[config.mk]
export PLATFORM = sky130hd
export DESIGN_NAME = video_cursor_overlay
export DESIGN_NICKNAME = d
export VERILOG_FILES = /design/src/rtl/video_cursor_overlay.sv
export SDC_FILE = /design/constraint.sdc
export NUM_CORES = 1
export LEC_CHECK = 0
export BUFFER_PORTS_ARGS = -buffer_cell sky130_fd_sc_hd__buf_4
export CORE_ASPECT_RATIO = 0.7
export CORE_MARGIN = 2
export CORE_UTILIZATION = 50
export CTS_BUF_LIST = sky130_fd_sc_hd__clkbuf_8
export CTS_CLUSTER_SIZE = 8
export DETAILED_ROUTE_END_ITERATION = 8
export PLACE_DENSITY = 0.76
export SLEW_MARGIN = 20
export SYNTH_ARGS = -nofsm -noshare
export SYNTH_HDL_FRONTEND = slang
export SYNTH_SLANG_ARGS = --single-unit
[constraint.sdc]
create_clock -name iVideoClk -period 5.48 [get_ports iVideoClk]
set_clock_uncertainty 0.1 [all_clocks]
set_input_delay 1.096 -clock iVideoClk [delete_from_list [all_inputs] [get_ports iVideoClk]]
set_output_delay 1.096 -clock iVideoClk [all_outputs]
set_load 0.05 [all_outputs]
[src/rtl/video_cursor_overlay.sv]
// rtl/video_cursor_overlay.sv - XOR text-cursor overlay between character display and VGA DAC
//
// Re-derives pixel, line and character-cell position from the upstream sync
// edges. It XORs iCursorColor onto one character cell, limited to the glyph
// rows at or below CURSOR_TOP_ROW. Colour and sync leave together, one clock
// after they arrive.
//
// Optional feature macro: VIDEO_CURSOR_BLINK_EN
//   defined   - the cursor blinks with a period of 2*BLINK_FRAMES frames
//   undefined - the cursor is steady whenever it is enabled
//
// Ports:
//   iVideoClk     in   1  pixel clock
//   iRst          in   1  synchronous active-high reset
//   iColor        in   8  colour from character display
//   iHS, iVS      in   1  active-low syncs from character display
//   iCursorEn     in   1  cursor enable (sampled on VS rise)
//   iCursorCol    in   7  cursor column (sampled on VS rise)
//   iCursorRow    in   6  cursor row (sampled on VS rise)
//   iCursorColor  in   8  XOR mask applied inside the cursor (live)
//   oColor        out  8  colour to DAC
//   oHS, oVS      out  1  syncs to DAC, delayed one clock

module video_cursor_overlay #(
  parameter int H_BACK_PORCH   = 47,
  parameter int V_BACK_PORCH   = 23,
  parameter int H_ACTIVE       = 640,
  parameter int V_ACTIVE       = 480,
  parameter int CELL_W         = 8,
  parameter int CELL_H         = 12,
  parameter int CURSOR_TOP_ROW = 10,
  parameter int BLINK_FRAMES   = 16
) (
  input  logic       iVideoClk,
  input  logic       iRst,
  input  logic [7:0] iColor,
  input  logic       iHS,
  input  logic       iVS,
  input  logic       iCursorEn,
  input  logic [6:0] iCursorCol,
  input  logic [5:0] iCursorRow,
  input  logic [7:0] iCursorColor,
  output logic [7:0] oColor,
  output logic       oHS,
  output logic       oVS
);

  localparam int CELL_SHIFT = $clog2(CELL_W);
  localparam int GLYPH_W    = (CELL_H > 1) ? $clog2(CELL_H) : 1;

  localparam logic [9:0] H_START = 10'(H_BACK_PORCH);
  localparam logic [9:0] H_END   = 10'(H_BACK_PORCH + H_ACTIVE);
  localparam logic [9:0] V_START = 10'(V_BACK_PORCH);
  localparam logic [9:0] V_END   = 10'(V_BACK_PORCH + V_ACTIVE);
  localparam logic [9:0] CNT_MAX = 10'h3FF;

  // Columns and rows that exist on screen. A cursor outside this grid is
  // simply not drawn.
  localparam logic [6:0] NUM_COLS = 7'(H_ACTIVE / CELL_W);
  localparam logic [5:0] NUM_ROWS = 6'(V_ACTIVE / CELL_H);

  localparam logic [GLYPH_W-1:0] GLYPH_LAST = GLYPH_W'(CELL_H - 1);
  localparam logic [GLYPH_W-1:0] TOP_ROW    = GLYPH_W'(CURSOR_TOP_ROW);

  logic               hs_d, vs_d;
  logic               hs_rise, vs_rise;
  logic [9:0]         pix_q, pix;
  logic [9:0]         line_q, line;
  logic [GLYPH_W-1:0] glyph_q;
  logic [5:0]         cell_row_q;
  logic               sh_en;
  logic [6:0]         sh_col;
  logic [5:0]         sh_row;
  logic               blink_phase;
  logic               active;
  logic [9:0]         x_pos, cell_col;
  logic               hit;

  assign hs_rise = iHS & ~hs_d;
  assign vs_rise = iVS & ~vs_d;

  // pix and line are the position of the current cycle. The registered
  // copies hold the previous cycle's value. Both saturate, so a missing
  // sync stream cannot wrap around into the active window.
  always_comb begin
    pix = pix_q;
    if (hs_rise) begin
      pix = '0;
    end else if (pix_q != CNT_MAX) begin
      pix = pix_q + 10'd1;
    end
  end

  always_comb begin
    line = line_q;
    if (vs_rise) begin
      line = '0;
    end else if (hs_rise && line_q != CNT_MAX) begin
      line = line_q + 10'd1;
    end
  end

  assign active = (pix >= H_START) && (pix < H_END) &&
                  (line >= V_START) && (line < V_END);
  assign x_pos    = pix - H_START;
  assign cell_col = x_pos >> CELL_SHIFT;

  always_ff @(posedge iVideoClk) begin
    if (iRst) begin
      hs_d   <= 1'b1;
      vs_d   <= 1'b1;
      pix_q  <= '0;
      line_q <= '0;
    end else begin
      hs_d   <= iHS;
      vs_d   <= iVS;
      pix_q  <= pix;
      line_q <= line;
    end
  end

  // Glyph row and cell row are tracked incrementally on each HS rise, so no
  // divide-by-CELL_H is needed. The HS-rise cycle is never an active pixel,
  // which means the registered values are already settled for the line.
  always_ff @(posedge iVideoClk) begin
    if (iRst) begin
      glyph_q    <= '0;
      cell_row_q <= '0;
    end else if (hs_rise) begin
      if (line == V_START) begin
        glyph_q    <= '0;
        cell_row_q <= '0;
      end else if (line > V_START && line < V_END) begin
        if (glyph_q == GLYPH_LAST) begin
          glyph_q    <= '0;
          cell_row_q <= cell_row_q + 6'd1;
        end else begin
          glyph_q <= glyph_q + 1'b1;
        end
      end
    end
  end

  // Cursor position is latched once per frame, so the cursor cannot tear.
  // Reset clears the enable. Because the position is unknown after a reset,
  // the overlay stays off until the next VS rise re-anchors the counters.
  always_ff @(posedge iVideoClk) begin
    if (iRst) begin
      sh_en  <= 1'b0;
      sh_col <= '0;
      sh_row <= '0;
    end else if (vs_rise) begin
      sh_en  <= iCursorEn && (iCursorCol < NUM_COLS) && (iCursorRow < NUM_ROWS);
      sh_col <= iCursorCol;
      sh_row <= iCursorRow;
    end
  end

`ifdef VIDEO_CURSOR_BLINK_EN
  localparam int FC_W = (BLINK_FRAMES > 1) ? $clog2(BLINK_FRAMES) : 1;
  localparam logic [FC_W-1:0] FC_LAST = FC_W'(BLINK_FRAMES - 1);

  logic [FC_W-1:0] frame_cnt;

  always_ff @(posedge iVideoClk) begin
    if (iRst) begin
      frame_cnt   <= '0;
      blink_phase <= 1'b1;
    end else if (vs_rise) begin
      if (frame_cnt == FC_LAST) begin
        frame_cnt   <= '0;
        blink_phase <= ~blink_phase;
      end else begin
        frame_cnt <= frame_cnt + 1'b1;
      end
    end
  end
`else
  assign blink_phase = 1'b1;
`endif

  assign hit = active && sh_en &&
               (cell_col == {3'd0, sh_col}) &&
               (cell_row_q == sh_row) &&
               (glyph_q >= TOP_ROW) &&
               blink_phase;

  // Colour and syncs share one register stage so they stay aligned at the DAC.
  always_ff @(posedge iVideoClk) begin
    if (iRst) begin
      oColor <= 8'h00;
      oHS    <= 1'b1;
      oVS    <= 1'b1;
    end else begin
      oColor <= hit ? (iColor ^ iCursorColor) : iColor;
      oHS    <= iHS;
      oVS    <= iVS;
    end
  end

endmodule
### Word-level counts from Yosys, hierarchy flattened

Index checks and enable logic that the tools add are counted.

| storage, ports and cells | value |
|---|---|
| output and inout bits | 10 |
| input bits | 34 |
| memory bits (read-only) | 0 |
| bits in writable memories | 0 |
| logic and storage cells | 60 |
| latch bits | 0 |
| flip-flop bits (word level) | 54 |
| memories kept | 0 |

| cells by class | value |
|---|---|
| shifts and indexed selects | 0 |
| muxes and demuxes | 11 |
| $lt $le $gt $ge | 8 |
| bitwise gates (word level) | 5 |
| reduce and logical (&&, ||, !) cells | 15 |
| add/subtract/negate cells | 5 |
| multiply operators | 0 |
| divide/modulo/power cells | 0 |
| equality and inequality tests | 6 |

Operators by type and width:

| operator | number |
|---|---|
| 10-bit two-way mux | 4 |
| 10-bit by 1-bit adder with 10-bit output, second input constant | 2 |
| 10-bit inequality test, second input constant | 2 |
| 6-bit two-way mux | 3 |
| 4-bit two-way mux | 3 |
| 1-bit logical AND | 11 |
| 10-bit by 5-bit equality test with 1-bit output, second input constant | 1 |
| 10-bit by 5-bit >= comparator with 1-bit output, second input constant | 1 |
| 10-bit by 6-bit >= comparator with 1-bit output, second input constant | 1 |
| 10-bit by 5-bit > comparator with 1-bit output, second input constant | 1 |
| 10-bit less-than comparator, second input constant | 1 |
| 10-bit by 9-bit less-than comparator with 1-bit output, second input constant | 1 |
| 10-bit by 6-bit subtractor with 10-bit output, second input constant | 1 |
| 8-bit two-way mux | 1 |
| 8-bit XOR | 1 |
| 7-bit equality test | 1 |
| 7-bit less-than comparator, second input constant | 1 |
| 6-bit by 1-bit adder with 6-bit output, second input constant | 1 |
| 6-bit equality test | 1 |
| 6-bit less-than comparator, second input constant | 1 |
| 4-bit by 1-bit adder with 4-bit output, second input constant | 1 |
| 4-bit equality test, second input constant | 1 |
| 4-bit >= comparator, second input constant | 1 |
| 2-bit nonzero test | 2 |
| other kinds (4) | 6 |

### Logic depth before layout (Yosys ltp)

Gate-level depths: netlist of run 1.

| logic depth | value |
|---|---|
| word-level depth | 13 |
| mapped depth | 12 |
| depth with buffers taken out | 10 |

### Worst setup path before layout of run 1

OpenSTA, ideal clock, no wires.

| timing | value |
|---|---|
| kind | input to register |
| start | input port iHS |
| end | register oColor[5] |
| setup time | 0.070 ns |
| data required time | 5.310 ns |
| arrival | 3.217 ns |
| path buffers | 2 |
| path slack | 2.093 ns |
| stages | 11 |
| cells stage by stage | nor2b_1 > buf_2 > o31ai_1 > nor3_1 > o21ai_1 > a21oi_1 > o211ai_1 > nand4b_2 > buf_4 > or4_1 > a21oi_1 |

| on the way | value |
|---|---|
| longest elaborated chain between the ends | 12 |
| elaborated cells between the ends (all ways) | 19 |
| classes of those cells | add/sub (1); order compare (4); eq/ne (1); mux (4); bitwise (1); reduce/logical (8) |

RTL lines:

| element | line | text |
|---|---|---|
| start, declared | 37 | `input logic iHS,` |
| 1-bit bitwise AND (*) | 79 | `assign hs_rise = iHS & ~hs_d;` |
| 1-bit logical AND | 98 | `end else if (hs_rise && line_q != CNT_MAX) begin` |
| 10-bit two-way mux | 98 |  |
| 10-bit two-way mux | 96 | `if (vs_rise) begin` |
| 10-bit by 5-bit >= comparator with 1-bit output | 104 | `(line >= V_START) && (line < V_END);` |
| 1-bit logical AND | 103 | `assign active = (pix >= H_START) && (pix < H_END) &&` |
| 1-bit logical AND | 104 |  |
| 1-bit logical AND | 182 | `assign hit = active && sh_en &&` |
| 1-bit logical AND (*) | 182 |  |
| 1-bit logical AND (*) | 183 | `(cell_col == {3'd0, sh_col}) &&` |
| 1-bit logical AND (*) | 184 | `(cell_row_q == sh_row) &&` |
| 8-bit two-way mux (*) | 195 | `oColor <= hit ? (iColor ^ iCursorColor) : iColor;` |
| end signal, assigned | 195 |  |
| end, declared | 43 | `output logic [7:0] oColor,` |

Every way passes the cells marked *; elsewhere a longest branch is shown, timed or not.
A chain may end at the register's enable or synchronous reset.

### Worst setup path after layout of run 1

| timing | value |
|---|---|
| start | input port iVS |
| end | register cell_row_q[4] |

| on the way | value |
|---|---|
| longest elaborated chain between the ends | 6 |
| elaborated cells between the ends (all ways) | 10 |
| classes of those cells | order compare (2); eq/ne (1); mux (2); bitwise (1); reduce/logical (4) |

RTL lines:

| element | line | text |
|---|---|---|
| start, declared | 38 | `input logic iVS,` |
| 1-bit bitwise AND (*) | 80 | `assign vs_rise = iVS & ~vs_d;` |
| 10-bit two-way mux (*) | 96 |  |
| 10-bit by 5-bit > comparator with 1-bit output / 10-bit by 9-bit less-than comparator with 1-bit output (equally long branches) | 133 | `end else if (line > V_START && line < V_END) begin` |
| 1-bit logical AND | 133 |  |
| 2-bit nonzero test (no line) | - |  |
| 3-bit AND reduction (no line) | - |  |
| end signal, assigned | 136 | `cell_row_q <= cell_row_q + 6'd1;` |
| end, declared | 70 | `logic [5:0] cell_row_q;` |

Marks and branches as above.

==> flow_summary_export.csv, run 1 <==
group,metric,value,unit
run_status,run_status,"complete, no violations",
placed_design,dpl.hpwl,5225,um
cts,cts.root.buffer_cell,"clkbuf_8",
timing,worst_pin_slew,0.8223,ns
critical_path,worst-endpoint-required,5.63,ns
logic_synthesis,synthDominantCellAreaShare,0.3548,
cells_and_area,drive_gt1_frac,0.1679,
cts,cts.clk_slew.worst_paths,0.11,ns
drt,firstDrtPassIters,5,
timing,layout_worst_path_cycle_share,0.6657,
logic_synthesis,yosysWarningCount,0,
logic_synthesis,post-synth-top-count-cell,"dfxtp_1",
die,die_w,97.30,um
cts,cts_inserted_buffers,5,
timing,final-max-slew-violation-count,0,
cells_and_area,antenna_cells_inserted,0,
global_routing,globalRouteTotalUtil,0.2072,
cts,cts.sink_count,54,
logic_synthesis,yosys.area.top_type,"dfxtp_1",
die,dieArea,0.006744,mm2
critical_path,path_cells,"buf_4 > nand2b_1 > nand4_1 > or4b_1 > a211o_1 > o2111ai_1 > and4bb_1 > a21o_1 > a21oi_1",
pwr,max-vdd-ir-drop,0.1420,mV
die,die_h,69.31,um
critical_path,cp-end-kind,"flop",
die,io-pin-count,44,
pwr,total_leakage_power,1.291,nW
timing,timing.final.crit_period,3.648,ns
timing,setup_slack,1.832,ns
critical_path,crit_path_max_incr_delay,0.57,ns
drt,drc_marker_count_from_the_first_detailed_route_iteration,176,
cts,cts_setup_buffers,0,
logic_synthesis,syn-num-nets,412,
logic_synthesis,yosys_register_bits,54,
cells_and_area,number_of_nets_at_the_end_of_the_flow,443,
cts,cts.path.max_buffers,2,
placed_design,place_ws,1.537,ns
timing,max-slew-margin-rel,0.4518,
timing,final_hold_violations,0,
cells_and_area,areaGrowthSynthToFinish,14.66,%
hold_path,worst_hold_path_type,"reg2reg",
drt,number_of_drc_violations_after_detailed_routing,0,
global_routing,globalRoute.totalOverflow,0,
global_routing,grt_pass1_vias,2598,
global_routing,antenna_found_initial,0,
cts,insertion_delay,0.31,ns
timing,timing.final.setup_violations,0,
pwr,cellPowerDensity,218.2,mW/mm2
drt,num_vias,2846,
global_routing,grt_first_pass_wirelength,11850,um
logic_synthesis,synth_top_cells_by_count,"dfxtp_1 (54), nand2_1 (42), a21oi_1 (32)",
logic_synthesis,ys_types,65,
logic_synthesis,synthTopCellsByArea,"dfxtp_1 (35%), a21oi_1 (5.3%), nand2_1 (5.2%), xnor2_1 (4.3%), nor2_1 (3.6%)",
flow_run,maxCapViolations,0,
critical_path,setup.worst_path.class,"in2reg",
drt,via_cell_ratio,5.929,
logic_synthesis,async_reset_ff_frac,0,
critical_path,timing.critical_path.arrival,3.80,ns
die,area_of_the_placeable_core,0.005813,mm2
logic_synthesis,synth_sequential_area_ratio,0.3548,
timing,whs,0.3685,ns
critical_path,worstSetupStartpointType,"input port",
drt,detail-route-antenna-nets,0,
timing,rsz_0062_raised_after_global_routing,"false",
logic_synthesis,number_of_enable_type_register_cells_in_the_synthesized_netlist,0,
logic_synthesis,synthesis.instances,373,
die,core.rowCount,23,
cts,count_of_hold_buffers_inserted_by_post_cts_repair,0,
die,initial_utilization,0.5241,
cts,cells_resized_by_post_cts_repair,0,
global_routing,pin_count_of_the_biggest_net_entering_global_routing,45,
critical_path,worst-path-max-fanout,21,
logic_synthesis,synth_area,0.003047,mm2
placed_design,port_buffers,43,
timing,timing.fmax,0.2741,GHz
logic_synthesis,synth_area_per_cell,8.168,um2
logic_synthesis,synth-main-ff-cell,"dfxtp_1",
placed_design,place_congestion,0.9225,
critical_path,slowest_cell_on_the_critical_path,"nand2b_1",
cts,cts_tree,"yes",
cts,cts-htree-levels,2,
drt,postRouteWirelength,7112,um
drt,wire_per_inst,14.82,um
timing,totalNegativeSetupSlack,0,ns
## kinds of logic after synthesis
| logic type | count (synthesis) | share of synthesized area |
|---|---|---|
| xor+xnor | 23 | 0.06612 |
| compound gates | 94 | 0.2144 |
| buf+inv | 41 | 0.05667 |
| fa+ha+maj | 5 | 0.02053 |
| simple gates | 153 | 0.2776 |
| flops | 54 | 0.3548 |
| mux | 3 | 0.009857 |
## through the flow
stage	power, mW	std cells	area, um2	utilization
2_1_floorplan	0.4626	373	3047	-
3_3_place_gp	0.4945	472	3381	0.5816
3_5_place_dp	0.4963	472	3381	0.5816
4_1_cts	0.7681	480	3493	0.6009
5_1_grt	0.7915	480	3493	0.6009
6_report	0.7622	480	3493	0.6009
## per-layer routing
layer	track usage	vias up	share of wire
met3	0.04435	7	0.066
met5	0	-	0
met2	0.3349	85	0.45
li1	-	1423	-
met1	0.2888	1331	0.47
met4	0.04167	0	0.0072
## power breakdown
part	leakage (nW)	internal, mW	switching (mW)	total, mW
Combinational	0.793	0.0336	0.0438	0.0774
Clock	0.0585	0.137	0.138	0.275
Sequential	0.439	0.402	0.00807	0.410
Total	1.29	0.573	0.190	0.762
## registers in the layout (all words and copies together) (netlist names)
register    flops
oHS             1
cell_row_q      6
sh_row          6
sh_col          7
oColor          8
line_q         10
oVS             1
pix_q          10
sh_en           1
glyph_q         4
## cell type report
class / count / area, um2
flip-flops and latches: 54 / 1081
repair buffers: 45 / 337.8
multi-input cells: 278 / 1793
clock buffers: 5 / 68.82
fillers: 528 / 2320
clock inverters: 3 / 43.79
inverters: 20 / 75.07
well taps: 75 / 93.84
## worst paths after layout
| kind | startpoint | to | slack, ns | cells past startpoint |
|---|---|---|---|---|
| min reg2reg | sh_en$_SDFFE_PP0P_ | sh_en$_SDFFE_PP0P_ | 0.37 | 2 |
| min | sh_en$_SDFFE_PP0P_ | sh_en$_SDFFE_PP0P_ | 0.37 | 2 |
| max | iVS | cell_row_q[4]$_SDFFE_PP0P_ | 1.83 | 9 |
| max reg2reg | line_q[0]$_SDFF_PP0_ | cell_row_q[4]$_SDFFE_PP0P_ | 1.95 | 9 |
## cells in the final DEF, fill, tap and decap left out, types with 3 or more instances in the layout
cell type	n
and4_1	3
a211oi_1	4
xnor2_1	15
mux2i_1	3
nand2b_1	4
nand4_1	8
nand3_1	11
a21o_1	5
nor3_1	12
buf_4	45
inv_1	20
dfxtp_1	54
xor2_1	8
nor2_1	29
or3_1	3
nand2_1	42
o31ai_1	10
nor4_1	6
or4_1	8
clkbuf_8	5
o211ai_1	4
a21oi_1	32
ha_1	5
o21ai_0	8
a31oi_1	9
## worst max-delay path, delay by kind of cell
family	cells	cell delay, ns
compound gates	4	0.95
simple gates	4	1.63
buf+inv	1	0.11
No activity file was read; power rests on OpenSTA's default activity.
==> run 2: changes to the inputs <==
clock period = 3.6 ns   (was 5.48 ns; I/O delays follow)
==> run 2 against run 1 <==
Net effect:
- die area is the same
- sequential power grew 52%
- wire length shrank 2.0%
- non-clock buffer count grew 7
- core utilization grew 1.1 points
- critical path type is now reg2reg
- highest routed layer unchanged
==> flow_summary_export.csv, run 2 (same netlist as run 1, synthesis figures left out) <==
group,metric,value,unit
cts,cts_setup_buffers,0,
global_routing,grt_first_pass_wirelength,11670,um
cells_and_area,antenna_cells_inserted,0,
timing,final_hold_violations,0,
cts,count_of_hold_buffers_inserted_by_post_cts_repair,0,
drt,num_vias,2822,
cells_and_area,non_filler_cell_area_final,0.003555,mm2
drt,detail-route-antenna-nets,0,
drt,firstDrtPassIters,4,
global_routing,globalRoute.totalOverflow,0,
timing,layout_worst_path_cycle_share,0.9375,
timing,rsz_0062_raised_after_global_routing,"false",
die,core.rowCount,23,
die,initial_utilization,0.5241,
die,dieArea,0.006744,mm2
timing,timing.final.crit_period,3.375,ns
critical_path,worst-endpoint-required,3.74,ns
hold_path,worst_hold_path_type,"reg2reg",
cts,cts.path.max_buffers,2,
flow_run,maxCapViolations,0,
critical_path,cp-end-kind,"flop",
placed_design,dpl-instance-area,0.003433,mm2
cells_and_area,number_of_nets_at_the_end_of_the_flow,450,
placed_design,place_congestion,0.8360,
pwr,cellPowerDensity,322.6,mW/mm2
placed_design,dpl.hpwl,5204,um
placed_design,post-place-cells,479,
global_routing,globalRouteTotalUtil,0.2043,
placed_design,port_buffers,43,
cts,cts.sink_count,54,
cells_and_area,final.fill_count,512,
die,io-pin-count,44,
die,die_h,69.31,um
global_routing,antenna_found_initial,0,
cts,cts.root.buffer_cell,"clkbuf_8",
cells_and_area,layout.cells.non_filler,487,
global_routing,grt_pass1_vias,2528,
cts,insertion_delay,0.31,ns
timing,max-slew-margin-rel,0.5507,
timing,timing.fmax,0.2963,GHz
critical_path,worstSetupStartpointType,"flop",
pwr,total_leakage_power,1.334,nW
critical_path,timing.reg2reg.worst_path_depth,10,
drt,via_cell_ratio,5.795,
die,die_w,97.30,um
timing,final-max-slew-violation-count,0,
timing,timing.final.setup_violations,0,
cts,cts.clk_slew.worst_paths,0.09,ns
cells_and_area,drive_gt1_frac,0.1820,
drt,number_of_drc_violations_after_detailed_routing,0,
critical_path,worst-path-max-fanout,8,
global_routing,pin_count_of_the_biggest_net_entering_global_routing,45,
critical_path,setup.worst_path.class,"reg2reg",
cells_and_area,layout_commonest_cell,"dfxtp_1",
cells_and_area,areaGrowthSynthToFinish,16.67,%
drt,postRouteWirelength,6967,um
hold_path,min_delay_path_depth,2,
cts,cts-htree-levels,2,
die,area_of_the_placeable_core,0.005813,mm2
drt,wire_per_inst,14.31,um
cells_and_area,reg.largest.list,"line_q (10), pix_q (10), oColor (8)",
critical_path,timing.critical_path.arrival,3.52,ns
run_status,run_status,"complete, no violations",
cts,cts_inserted_buffers,5,
timing,totalNegativeSetupSlack,0,ns
pwr,power,1.147,mW
timing,whs,0.3677,ns
cells_and_area,layout.cells.most_common_list,"dfxtp_1 (54), buf_4 (52), nand2_1 (42)",
drt,drc_marker_count_from_the_first_detailed_route_iteration,180,
pwr,max-vdd-ir-drop,0.1876,mV
timing,worst_pin_slew,0.6740,ns
cts,cts_tree,"yes",
-- run 2: area by class of cell --
type	count	area, um2	area share
multi-input cells	278	1804	0.5076
flip-flops and latches	54	1081	0.3041
repair buffers	52	390.4	0.1098
well taps	75	93.84	0.02640
inverters	20	75.07	0.02112
clock buffers	5	68.82	0.01936
clock inverters	3	41.29	0.01162
-- run 2: metal layers --
metal,share of wire,global-route usage,up-vias,wire (um)
met5,0,0,-,0
met4,0.011,0.05093,0,78
met3,0.047,0.03327,10,324
met2,0.46,0.3318,71,3214
met1,0.48,0.2861,1315,3350
li1,-,-,1426,-
-- run 2: path summary, 6_finish.rpt --
check | from | endpoint | slack (ns)
max | line_q[0]$_SDFF_PP0_ | cell_row_q[4]$_SDFFE_PP0P_ | 0.22
min | sh_col[6]$_SDFFE_PP0P_ | sh_col[6]$_SDFFE_PP0P_ | 0.37
max reg2reg | line_q[0]$_SDFF_PP0_ | cell_row_q[4]$_SDFFE_PP0P_ | 0.22
min reg2reg | sh_col[6]$_SDFFE_PP0P_ | sh_col[6]$_SDFFE_PP0P_ | 0.37
-- run 2: power breakdown --
group / internal (mW) / switching, mW
Sequential: 0.611 / 0.0122
Clock: 0.205 / 0.198
Combinational: 0.0536 / 0.0672
Total: 0.870 / 0.277
-- run 2: repair_timing --
item	CTS	global route
setup endpoints to repair	0	7
hold endpoints to repair	0	0
gates resized for setup	0	2
-- run 2: through the flow --
step	worst slack [ns]	utilization
after global placement	0.2362	0.5906
after CTS	0.2342	0.6096
after floorplan	0.5888	-
after global routing	0.02563	0.6115
final	0.2248	0.6115
after detailed placement	0.1082	0.5906
-- run 2: critical path, stage by stage (launching register included) --
cell	delay [ns]
dfxtp_1	0.50
ha_1	0.23
inv_1	0.10
a2111oi_1	0.48
mux2i_1	0.48
a211o_1	0.16
and4b_1	0.25
a31oi_1	0.40
and4bb_1	0.29
a21o_1	0.19
a21oi_1	0.12
